### src/rtl/minesweeper_pkg.sv
// minesweeper_pkg: grid geometry, flood-reveal state codes and neighbour offset table.
package minesweeper_pkg;
  localparam int GRID_W = 16;
  localparam int GRID_H = 16;
  localparam int ADDR_W = 8;
  localparam int CELLS  = GRID_W * GRID_H;
  typedef logic [2:0] state_t;
  localparam state_t S_IDLE    = 3'd0;
  localparam state_t S_POP     = 3'd1;
  localparam state_t S_RD_WAIT = 3'd2;
  localparam state_t S_CHECK   = 3'd3;
  localparam state_t S_WRITE   = 3'd4;
  localparam state_t S_NBR     = 3'd5;
  localparam state_t S_FINISH  = 3'd6;
  // 2-bit signed offsets per neighbour index, index 0 in the low bits
  localparam logic [15:0] NBR_DX = 16'b01_00_11_01_11_01_00_11;
  localparam logic [15:0] NBR_DY = 16'b01_01_01_00_00_11_11_11;
  function automatic logic [ADDR_W:0] nbr_of(input logic [ADDR_W-1:0] a, input logic [2:0] k,
                                             input int w, input int h);
    int x, y;
    x = int'(a[3:0]) + int'($signed(NBR_DX[2*k +: 2]));
    y = int'(a[7:4]) + int'($signed(NBR_DY[2*k +: 2]));
    return {x >= 0 && x < w && y >= 0 && y < h, 4'(y), 4'(x)};
  endfunction
endpackage

### src/rtl/cell_stack.sv
// cell_stack: synchronous LIFO of pending cell addresses; clr restarts it at the bottom entry.
module cell_stack #(
  parameter int DEPTH = 256,
  parameter int W     = 8
) (
  input  logic         clk,
  input  logic         rst,
  input  logic         clr,
  input  logic         push,
  input  logic         pop,
  input  logic [W-1:0] din,
  output logic [W-1:0] dout,
  output logic         empty,
  output logic         full
);
  localparam int PW = $clog2(DEPTH + 1);
  localparam int IW = $clog2(DEPTH);
  logic [W-1:0]  r_mem [DEPTH];
  logic [PW-1:0] r_ptr;
  logic [PW-1:0] w_base;
  assign w_base = clr ? '0 : r_ptr;
  assign dout   = r_mem[IW'(r_ptr - PW'(1))];
  assign empty  = r_ptr == '0;
  assign full   = r_ptr == PW'(DEPTH);
  always_ff @(posedge clk or posedge rst)
    if (rst) r_ptr <= '0;
    else     r_ptr <= w_base + PW'(push) - PW'(pop);
  always_ff @(posedge clk)
    if (push) r_mem[IW'(w_base)] <= din;
endmodule

### src/rtl/flood_reveal.sv
// flood_reveal: iterative zero-cell flood reveal over a GRID_W x GRID_H board using a LIFO
// and a queued bitmap so every cell is pushed at most once per run.
module flood_reveal
  import minesweeper_pkg::*;
#(
  parameter int GRID_W      = minesweeper_pkg::GRID_W,
  parameter int GRID_H      = minesweeper_pkg::GRID_H,
  parameter int STACK_DEPTH = minesweeper_pkg::CELLS
) (
  input  logic       clk,
  input  logic       rst,
  input  logic       start,
  input  logic [7:0] seed_addr,
  input  logic       abort,
  output logic [7:0] rd_addr,
  input  logic       rd_mine,
  input  logic       rd_revealed,
  input  logic [3:0] rd_adj,
  output logic [7:0] reveal_wr_addr,
  output logic       reveal_wr_data,
  output logic       reveal_wr_en,
  output logic       busy,
  output logic       done,
  output logic [8:0] reveal_cnt
);
  state_t                 r_state;
  logic [7:0]             r_cur;
  logic [7:0]             r_rd_addr;
  logic [2:0]             r_nbr;
  logic                   r_adj_zero;
  logic [8:0]             r_cnt;
  logic [STACK_DEPTH-1:0] r_queued;
  logic [8:0]             w_nb;
  logic [7:0]             w_top;
  logic [7:0]             w_din;
  logic                   w_take;
  logic                   w_nb_push;
  logic                   w_push_req;
  logic                   w_push;
  logic                   w_pop;
  logic                   w_empty;
  logic                   w_full;
  assign w_take     = r_state == S_IDLE && start && !abort;
  assign w_nb       = nbr_of(r_cur, r_nbr, GRID_W, GRID_H);
  assign w_nb_push  = r_state == S_NBR && w_nb[8] && !r_queued[w_nb[7:0]];
  assign w_push_req = w_take || (w_nb_push && !abort);
  assign w_push     = w_push_req && !w_full;
  assign w_pop      = r_state == S_POP && !w_empty && !abort;
  assign w_din      = w_take ? seed_addr : w_nb[7:0];
  assign rd_addr        = r_rd_addr;
  assign reveal_wr_addr = r_cur;
  assign reveal_wr_en   = r_state == S_WRITE && !abort;
  assign reveal_wr_data = reveal_wr_en;
  assign busy           = r_state != S_IDLE && r_state != S_FINISH;
  assign done           = r_state == S_FINISH;
  assign reveal_cnt     = r_cnt;
  cell_stack #(.DEPTH(STACK_DEPTH), .W(8)) u_stack (
    .clk   (clk),
    .rst   (rst),
    .clr   (w_take),
    .push  (w_push),
    .pop   (w_pop),
    .din   (w_din),
    .dout  (w_top),
    .empty (w_empty),
    .full  (w_full)
  );
  always_ff @(posedge clk or posedge rst)
    if (rst) begin
      r_state    <= S_IDLE;
      r_cur      <= '0;
      r_rd_addr  <= '0;
      r_nbr      <= '0;
      r_adj_zero <= 1'b0;
      r_cnt      <= '0;
      r_queued   <= '0;
    end else if (abort) begin
      r_state <= S_IDLE;
    end else begin
      case (r_state)
        S_IDLE: if (start) begin
          r_queued            <= '0;
          r_queued[seed_addr] <= 1'b1;
          r_cnt               <= '0;
          r_state             <= S_POP;
        end
        S_POP: begin
          if (!w_empty) begin
            r_rd_addr <= w_top;
            r_cur     <= w_top;
          end
          r_state <= w_empty ? S_FINISH : S_RD_WAIT;
        end
        S_RD_WAIT: r_state <= S_CHECK;
        // board data for r_cur is valid only now, so the zero test is captured for WRITE
        S_CHECK: begin
          r_adj_zero <= rd_adj == 4'd0;
          r_state    <= (rd_revealed || rd_mine) ? S_POP : S_WRITE;
        end
        S_WRITE: begin
          r_cnt   <= r_cnt + 9'd1;
          r_nbr   <= '0;
          r_state <= r_adj_zero ? S_NBR : S_POP;
        end
        S_NBR: begin
          if (w_push) r_queued[w_nb[7:0]] <= 1'b1;
          r_nbr   <= r_nbr + 3'd1;
          r_state <= r_nbr == 3'd7 ? S_POP : S_NBR;
        end
        default: r_state <= S_IDLE;
      endcase
    end
endmodule
### config.mk
export PLATFORM = sky130hd
export DESIGN_NAME = flood_reveal
export DESIGN_NICKNAME = d
export VERILOG_FILES = /design/src/rtl/minesweeper_pkg.sv /design/src/rtl/cell_stack.sv /design/src/rtl/flood_reveal.sv
export SDC_FILE = /design/constraint.sdc
export NUM_CORES = 2
export LEC_CHECK = 0
export BUFFER_PORTS_ARGS = -buffer_cell sky130_fd_sc_hd__clkbuf_2
export CORE_MARGIN = 1
export CORE_UTILIZATION = 40
export CTS_BUF_LIST = sky130_fd_sc_hd__clkbuf_4 sky130_fd_sc_hd__clkbuf_8
export DETAILED_ROUTE_END_ITERATION = 8
export HOLD_SLACK_MARGIN = 0.08
export PLACE_DENSITY = 0.63
export REMOVE_ABC_BUFFERS = 1
export SLEW_MARGIN = 0
export SYNTH_ARGS = -nofsm -noshare
export SYNTH_HDL_FRONTEND = slang
export SYNTH_SLANG_ARGS = --single-unit
### constraint.sdc
create_clock -name clk -period 16.1 [get_ports clk]
set_input_delay 3.22 -clock clk [delete_from_list [all_inputs] [get_ports clk]]
set_output_delay 3.22 -clock clk [all_outputs]
set_load 0.05 [all_outputs]
==> results.md <==
- The flow ran to the end, and the final reports show no timing, DRC or antenna violations.
- The number of gates resized after CTS was 0.
- The longest clock path from root to sink contains 4 buffers.
- The slowest stage of the critical path is the sky130_fd_sc_hd__fa_4 cell.
- After synthesis, the netlist uses 70 different library cells.
- Measured against its own limit, the worst slew margin works out to 0.118.
- Setup repair after global routing left no endpoint under its margin.
- The combined buffer and inverter count along the critical path is 8.
- The final setup violation count is 0.
- The post-layout net count is 6183.
- The floorplan die area is 255000 µm².
- The synthesized netlist cell count is 6071.
- Each instance of the synthesized netlist takes up on average 16.6 µm².
- The total standard cell area after synthesis is 101000 µm².
- The cell family contributing the most delay on the critical path is buffers and inverters.
- The post-route setup TNS is 0 ns.
- The fraction of layout cells with a size suffix above 1 is 0.293.
- Of the total synthesized cell area, the portion taken by AND, OR, NAND and NOR gates is 0.0538.
- The worst path needs 8.81 ns of the cycle, external delays included.
- STA classifies the critical path startpoint as a flop.
- Summed over all layers, the routed wires come to 274 mm.
- In this run the static leakage power is 35.1 nW.
- The area of the core region is 251000 µm².
- Across the routed clock network, the largest skew measured is 0.0770 ns.
- The highest net fanout along the worst path is 51.
- Across every metal layer, demand over resource in global routing totals 0.213.
- For this run, asynchronously set or reset flops after synthesis account for 0.124.
- The standard-cell row count is 184.
- The insertion delay of the later-clocked pin in the worst-skew pair is 1.09 ns.
- For this design the top-level I/O count stands at 47.
- The complex-gate fraction of the synthesized area was 0.0772.
- In the synthesized netlist the dominant register cell turns out to be sky130_fd_sc_hd__edfxtp_1.
- Data on the critical path is required at its endpoint by 16.79 ns.
- The synthesized design contains 2337 register bits.
- The hold violation count in the final report is 0.
- The number of antenna violations at the first check in global routing is 9.
- TritonCTS built the clock tree.
- Once detail routing completed, the nets flagged for antenna violations numbered 0.
- The global-route wire length before repair is 403 mm.
- The count of buffers added on input and output ports is 46.
- Data arrives at the worst endpoint at 9.50 ns.
- Of the total synthesized cell area, the portion taken by full adders, half adders and majority gates is 0.00542.
- Overall power consumption after layout is estimated at 24.0 mW.
- The number of post-CTS setup repair buffers is 0.
- Clock tree synthesis inserted a total of 384 buffers.
- The count of flip-flops with a built-in enable after synthesis is 2048.
- The number of global-route vias before repair is 57252.
- Of the available clock period, the critical path in the final layout requires 0.547.
- Routability-driven placement finished with a final weighted congestion of 0.894.
- The detailed router placed 58311 vias in this run.
- The count of hold-fix buffers inserted at cts is 0.
- After clock tree synthesis, the clock-pin slew on the worst setup and hold paths is 0.06 ns.
- The area growth from synthesis to layout is 11.0%.
- In this design, the critical path's most frequently occurring cell is sky130_fd_sc_hd__buf_4.
- The tool flagged a number of max-cap violations equal to 0.
- The largest incremental delay on the critical path is 1.09 ns.
- The post-place instance area is 105000 µm².
- Static timing analysis puts the maximum clock frequency at 114 MHz.
- Leaving out fill and tap cells, the most frequent cell in the layout is sky130_fd_sc_hd__edfxtp_1.
- Summed over all layers, the global routing overflow is 0.
- The highest ir drop seen on vdd is 0.341 mV.
- The tree is rooted in a sky130_fd_sc_hd__clkbuf_8.
- The count of final max-slew check failures is 0.
- The H-tree was split into 5 levels.
- The type of the worst setup path is flop to flop.
- Entering global routing, the biggest net connects 239 pins.
- The overall die height is 505 µm.
- The signal on the critical path passes through inv_1, ha_1, a21oi_1, inv_1, fa_4, buf_4, nor2_1, nand3_1, a311oi_1, a2111oi_0, and4bb_1, o211ai_1, buf_4, buf_4, buf_4, buf_4, buf_4, a21oi_1.
- The first detailed-routing pass ran for 6 iterations.
- The library cells used most frequently in the layout, excluding fill and tap cells, are sky130_fd_sc_hd__edfxtp_1, sky130_fd_sc_hd__mux4_2, sky130_fd_sc_hd__a21oi_1.
- The clock net in this run drives a total of 2337 sinks.
- The combinational family with the most area after synthesis is multiplexers.
- The finished cells cover 112000 µm².
- Dividing the detail-routed via count by the number of cells gives 5.97.
- The type of the tightest min-delay check is flop to flop.
- The multiplexer share of the synthesized area is 0.155.
- From left edge to right edge, the die measures 505 µm.
- The layout has 21446 filler cells.
- In the routed design, unresolved DRC markers number 0.
- For this design the ratio of total power to cell area is 214 nW/µm².
- The critical path capture point type is a flop.
- Of the synthesized area, sequential elements account for 0.680.
- The total number of yosys warnings is 0.
- Summed over all nets, the half-perimeter wirelength after detailed placement is 161 mm.
- After detailed routing, the average wire length per cell comes to 28.1 µm.
- At the pin with the least slew margin, the transition time is 1.32 ns.
- The initial utilization of the core area, before any placement, comes to 0.402.
- The xor-xnor portion of the synthesized cell area is 0.00208.
- The number of violations reported at the end of detailed-routing iteration 0 is 7414.
[synthesized netlist by cell type (12+ instances only)]
cell type                  count  area share
sky130_fd_sc_hd__edfxtp_1   2048        0.61
sky130_fd_sc_hd__mux4_2      682        0.15
sky130_fd_sc_hd__a21oi_1     605       0.030
sky130_fd_sc_hd__nor2_1      477       0.018
sky130_fd_sc_hd__a21oi_2     352       0.031
sky130_fd_sc_hd__clkbuf_1    310       0.012
sky130_fd_sc_hd__nand2_1     293       0.011
sky130_fd_sc_hd__dfrtp_1     289       0.072
sky130_fd_sc_hd__nand3_1     284       0.014
sky130_fd_sc_hd__o22a_1       81      0.0070
sky130_fd_sc_hd__buf_2        70      0.0035
sky130_fd_sc_hd__buf_1        64      0.0024
sky130_fd_sc_hd__nor3_1       59      0.0029
sky130_fd_sc_hd__buf_6        48      0.0053
sky130_fd_sc_hd__ha_1         39      0.0048
sky130_fd_sc_hd__and2_1       38      0.0024
sky130_fd_sc_hd__inv_1        35      0.0013
sky130_fd_sc_hd__and3_1       26      0.0016
sky130_fd_sc_hd__o21ai_0      26      0.0013
sky130_fd_sc_hd__a31oi_1      25      0.0015
sky130_fd_sc_hd__mux2i_1      23      0.0023
sky130_fd_sc_hd__nand4_1      16     0.00099
sky130_fd_sc_hd__buf_4        13     0.00097
sky130_fd_sc_hd__xor2_1       13      0.0011
sky130_fd_sc_hd__nand2b_1     12     0.00074
[cell families after synthesis]
family,count (synthesis)
and+or+nand+nor,1240
DFF,2337
adders and majority gates,42
xor gates and xnor gates,24
muxes,714
AOI/OAI and AO/OA,1167
buffers and inverters,547
[flip-flops by register name, summed over array words and instances (netlist names)]
register	count
r_nbr	3
u_stack.r_ptr	9
u_stack.r_mem	2048
r_state	3
rd_addr	8
r_queued	256
reveal_cnt	9
r_adj_zero	1
[metal layers]
metal / global-route usage / wire length, µm
met1: 0.306 / 114000
met4: 0.0672 / 8430
met5: 0 / 27
met3: 0.0434 / 25000
met2: 0.324 / 127000
[power breakdown]
part	total, mW	switching [mW]	internal (mW)
logic	10.3	6.96	3.37
clock network	5.24	2.37	2.88
registers	8.44	0.115	8.32
[cell type report]
type | count | area, µm² | share of cell area
sequential | 2337 | 68700 | 0.613
timing repair buffer | 177 | 1380 | 0.0123
clock inverter | 172 | 1320 | 0.0117
clock buffer | 504 | 6290 | 0.0560
multi-input combinational | 3187 | 30100 | 0.268
tap | 3348 | 4190 | 0.0373
inverter | 36 | 143 | 0.00127
antenna | 8 | 20.0 | 0.000178
[final timing paths]
kind / start / slack, ns / to / cells after the start
worst max-delay path: r_nbr[0] / 7.29 / u_stack.r_mem[46][7] / 18
worst min-delay path: reveal_cnt[0] / 0.53 / reveal_cnt[0] / 1
worst max register to register: r_nbr[0] / 7.29 / u_stack.r_mem[46][7] / 18
worst min register to register: reveal_cnt[0] / 0.53 / reveal_cnt[0] / 1
max in group asynchronous: rst / 12.08 / u_stack.r_ptr[0] / 3
min in group asynchronous: rst / 2.27 / reveal_cnt[4] / 2
[metrics by stage]
| step | std cells | utilization | hold slack, ns | setup WS, ns |
|---|---|---|---|---|
| floorplan | 5560 | - | 0.499 | -27.02 |
| global placement | 9085 | 0.416 | 0.519 | 7.46 |
| detailed placement | 9085 | 0.416 | 0.528 | 7.28 |
| CTS | 9761 | 0.446 | 0.541 | 7.33 |
| global route | 9768 | 0.447 | 0.574 | 6.90 |
| finish | 9769 | 0.447 | 0.535 | 7.29 |
Power figures use the tool's default switching activity.
